<file path="src/rtl/mux_pkg.sv">
// Shared definitions for the calculator datapath word multiplexer.
// Holds the default data width, the select encodings and the default word type.
package mux_pkg;

  localparam int DEFAULT_WIDTH = 4;

  localparam logic SEL_A = 1'b0;
  localparam logic SEL_B = 1'b1;

  typedef logic [DEFAULT_WIDTH-1:0] word_t;

endpackage : mux_pkg

</file>
<file path="src/rtl/mux2_comb.sv">
// Pure combinational 2:1 word select: y = s ? b : a, bit for bit over WIDTH.
// No state and no arithmetic; the registered wrapper lives in the top module.
module mux2_comb
  import mux_pkg::*;
#(
  parameter int WIDTH = DEFAULT_WIDTH
) (
  input  logic [WIDTH-1:0] a,
  input  logic [WIDTH-1:0] b,
  input  logic             s,
  output logic [WIDTH-1:0] y
);

  // Steer b when the select encodes operand B, otherwise a.
  always_comb begin
    y = a;
    if (s == SEL_B) begin
      y = b;
    end else begin
      y = a;
    end
  end

endmodule : mux2_comb

</file>
<file path="src/rtl/mux4bits_2entradas.sv">
// Registered 2:1 word multiplexer for the calculator datapath.
// Selects A (S=0) or B (S=1), registers the result with a valid flag, the
// select used and an A==B status flag. All outputs come from flops.
// Optional feature: define MUX4B_PARITY_EN to add parity_o, the registered
// XOR-reduction of the selected word, captured and held like Y.
module mux4bits_2entradas
  import mux_pkg::*;
#(
  parameter int WIDTH = DEFAULT_WIDTH
) (
  input  logic             clk,
  input  logic             rst,
  input  logic [WIDTH-1:0] A,
  input  logic [WIDTH-1:0] B,
  input  logic             S,
  input  logic             in_valid,
  output logic [WIDTH-1:0] Y,
  output logic             out_valid,
  output logic             sel_o,
`ifdef MUX4B_PARITY_EN
  output logic             same_o,
  output logic             parity_o
`else
  output logic             same_o
`endif
);

  // Even/odd parity of a word: 1 when an odd number of bits are set.
  function automatic logic parity_of(input logic [WIDTH-1:0] v);
    return ^v;
  endfunction

  logic [WIDTH-1:0] comb_s;
  logic             same_s;

  logic [WIDTH-1:0] y_r;
  logic             out_valid_r;
  logic             sel_r;
  logic             same_r;

  mux2_comb #(
    .WIDTH (WIDTH)
  ) u_mux2_comb (
    .a (A),
    .b (B),
    .s (S),
    .y (comb_s)
  );

  // Equality status of the two operands presented this cycle.
  always_comb begin
    same_s = 1'b0;
    if (A == B) begin
      same_s = 1'b1;
    end else begin
      same_s = 1'b0;
    end
  end

  // Output stage: capture on in_valid, hold data otherwise; valid is a one-cycle echo of in_valid.
  always_ff @(posedge clk or posedge rst) begin
    if (rst) begin
      y_r         <= {WIDTH{1'b0}};
      out_valid_r <= 1'b0;
      sel_r       <= 1'b0;
      same_r      <= 1'b0;
    end else if (in_valid) begin
      y_r         <= comb_s;
      out_valid_r <= 1'b1;
      sel_r       <= S;
      same_r      <= same_s;
    end else begin
      out_valid_r <= 1'b0;
    end
  end

`ifdef MUX4B_PARITY_EN
  logic parity_r;

  // Parity of the selected word, following the same capture/hold rule as Y.
  always_ff @(posedge clk or posedge rst) begin
    if (rst) begin
      parity_r <= 1'b0;
    end else if (in_valid) begin
      parity_r <= parity_of(comb_s);
    end else begin
      parity_r <= parity_r;
    end
  end

  assign parity_o = parity_r;
`endif

  assign Y         = y_r;
  assign out_valid = out_valid_r;
  assign sel_o     = sel_r;
  assign same_o    = same_r;

endmodule : mux4bits_2entradas

</file>
<file path="config.mk">
export PLATFORM = sky130hd
export DESIGN_NAME = mux4bits_2entradas
export DESIGN_NICKNAME = d
export VERILOG_FILES = /design/src/rtl/mux_pkg.sv /design/src/rtl/mux2_comb.sv /design/src/rtl/mux4bits_2entradas.sv
export SDC_FILE = /design/constraint.sdc
export NUM_CORES = 1
export LEC_CHECK = 0
export ABC_AREA = 1
export CAP_MARGIN = 10
export CELL_PAD_IN_SITES_DETAIL_PLACEMENT = 0
export CELL_PAD_IN_SITES_GLOBAL_PLACEMENT = 1
export CORE_MARGIN = 4
export CORE_UTILIZATION = 25
export CTS_CLUSTER_SIZE = 14
export DETAILED_ROUTE_END_ITERATION = 12
export GPL_TIMING_DRIVEN = 0
export MAX_ROUTING_LAYER = met4
export PLACE_DENSITY = 0.89
export SKIP_CTS_REPAIR_TIMING = 1
export SYNTH_ARGS = -nofsm -noshare
export SYNTH_HDL_FRONTEND = slang
export SYNTH_SLANG_ARGS = --single-unit
</file>
<file path="constraint.sdc">
create_clock -name clk -period 1.75 [get_ports clk]
set_input_delay 0.35 -clock clk [delete_from_list [all_inputs] [get_ports clk]]
set_output_delay 0.35 -clock clk [all_outputs]
set_load 0.01 [all_outputs]
</file>
==> reports/results.ini <==
[sta]
timing.final.crit_share_pct=84.2
fin_setup_tns_ps=0
max-slew-margin-rel_pct=82.8
layout_min_cycle_time_ps=1470
finalSetupViolations=0
tightestPinTransition_ps=258
rsz0062_at_grt=no
skew_ps=0
max_freq_mhz=678
finalMaxSlewViolations=0
postLayoutSetupSlackWorst_ps=276
timing_hold_violations_final=0

[placement]
dpl-instance-area_um2=546
place_hpwl_um=663
portBuffers=18
preCtsSetupSlack_ps=343
gp_congestion=0.806
dpl.cell_count=81

[floorplan]
core_region_area_um2=1300
die_area_um2=2050
rows=13
die_y_um=45.2
initial_core_util_pct=26.6
die_width_um=45.2
boundaryPins=19

[detailed_routing]
drt_first_iter_violations=13
routed-via-count=366
routed_wirelength_um=814
count_of_unresolved_drc_violations_after_routing=0
drt-wirelength-per-cell_um=9.58
detail_route.first_pass.iterations=4
postRouteAntennaNets=0
vias_per_cell=4.31

[flow_run]
maxCapViolCount=0

[cts]
cts-root-to-sink-buffers=2
cts.sinks=7
clock_latency_ps=240
cts.reportedPaths.clkPinSlew_ps=50
htree_levels=1
cts.root.buffer_cell=sky130_fd_sc_hd__clkbuf_4
cts_buffers=3
cts_tree=done

[yosys]
yosysMostFrequentCell=sky130_fd_sc_hd__nand2_1
synthTopCellsByArea=sky130_fd_sc_hd__dfrtp_1 (51%), sky130_fd_sc_hd__nand2_1 (16%), sky130_fd_sc_hd__o21ai_0 (12%), sky130_fd_sc_hd__inv_1 (8.7%), sky130_fd_sc_hd__nor2_1 (7.6%)
yosysTopAreaCell=sky130_fd_sc_hd__dfrtp_1
yosys_warnings=0
synth-edff-count=0
synthesis.area_per_instance_um2=7.22
synthesized_netlist_cell_count=48
synth.cells.most_frequent=sky130_fd_sc_hd__nand2_1 (15), sky130_fd_sc_hd__inv_1 (8), sky130_fd_sc_hd__o21ai_0 (8), sky130_fd_sc_hd__dfrtp_1 (7), sky130_fd_sc_hd__nor2_1 (7)
synth_fp_nets=60
ys_async_sr_fraction_pct=100
portion_of_synthesized_cell_area_occupied_by_the_leading_cell_type_pct=50.5
ys_ff_latch=7
ys_dominant_reg_cell=sky130_fd_sc_hd__dfrtp_1
synthDistinctLibCells=8
synth_seq_area_share_pct=50.5
synth_area_um2=347

[grt]
grt_max_degree=8
first_global_vias=331
globalRouteTotalUtil_pct=9.69
first_pass_grt_wire_length_um=1290
globalRoute.totalOverflow=0
antenna_found_initial=0

[finish]
postLayoutCellArea_um2=572
cell_count_final_fillers_out=85
final_layout_size_suffix_gt1_share_pct=4.29
multi_input_comb_area_um2=141
seqCellArea_um2=175
antennaDiodeCount=0
nNetsFinal=83
areaGrowthSynthToFinish_pct=65.0
nFillCells=171

[critical_path]
worst_path_cell_with_the_longest_stage_delay=sky130_fd_sc_hd__clkdlybuf4s50_1
type_of_element_launching_the_critical_path=register
timing.rr.start=Y[2]
critical_path_required_ps=1400
critical_path_cell_count=1
timing.critical_path.buf_inv=1
cell_family_contributing_the_most_delay_on_the_critical_path=buffers and inverters
critical_path_class=reg -> out
slowest_delay_ps=530
cp_cell_sequence=clkdlybuf4s50_1
rrSetupSlack_ps=1100
reg2regPathDepth=2
critical_path.max_fanout=2
r2r_end=Y[2]
critPathCaptureType=output pin
arrival_time_of_the_worst_setup_path_ps=1120

[power_and_ir_drop]
vdd_drop_max_uv=238
swShare_pct=24.5
power_density_nw_per_um2=746
p_comb_share_pct=23.7
static-leakage-power_nw=0.280
p_switching_w=0.000104
power_share_of_the_sequential_group_pct=43.1
power.internal_w=0.000322
clock_network_power_share_pct=33.2

[run_status]
run_status=completed

[hold_path]
type_of_the_worst_min_delay_path=in -> async

==> layout by cell type, fill, tap and decap left out, drive strengths merged <==
cell           instances
clkbuf                 4
inv                    8
o21ai                  9
nor2                   7
clkdlybuf4s50         18
nand2                 15
xnor2                  1
dfrtp                  7
nand3                  1
==> stage by stage <==
stage	power [W]	hold WS [ps]	utilization [%]
6_report	0.000427	337	43.9
2_1_floorplan	0.000222	153	-
4_1_cts	0.000436	332	43.9
5_1_grt	0.000449	378	43.9
3_5_place_dp	0.000289	477	41.9
3_3_place_gp	0.000287	462	41.9
==> power groups by stage <==
stage / clock network, W / logic, W / registers (W)
floorplan: 0 / 0.0000286 / 0.000193
global placement: 0 / 0.000101 / 0.000186
detailed placement: 0 / 0.000102 / 0.000187
CTS: 0.000150 / 0.000102 / 0.000184
global route: 0.000151 / 0.000112 / 0.000186
finish: 0.000142 / 0.000101 / 0.000184
==> routing by layer <==
layer,global-route usage [%],routed length (um)
met1,11.2,375
met2,12.7,343
met3,1.20,76
met4,12.3,19
met5,-,0
==> worst max path at each step <==
stage                     endpoint  slack (ps)     start
after detailed placement      Y[2]         340  in_valid
after CTS                     Y[2]         250      Y[2]
after global routing          Y[1]         230      Y[1]
after floorplan             same_o        1010      B[2]
after global placement        Y[1]         370  in_valid
final                         Y[2]         280      Y[2]
==> cell type report <==
class                           count  share of cell area [%]
Clock buffer                        4                    4.60
Inverter                            8                    5.25
Multi-Input combinational cell     33                    24.7
Sequential cell                     7                    30.6
Tap cell                           15                    3.28
Timing Repair Buffer               18                    31.5
==> logic make-up after synthesis <==
group	synth area share, %
DFF	50.5
buffers and inverters	8.66
xor gates and xnor gates	2.53
and+or+nand+nor	25.3
AOI/OAI and AO/OA	13.0
==> registers in the layout, indices dropped and copies added (netlist names) <==
register / count
out_valid: 1
Y: 4
sel_o: 1
same_o: 1
Power figures use the tool's default switching activity.
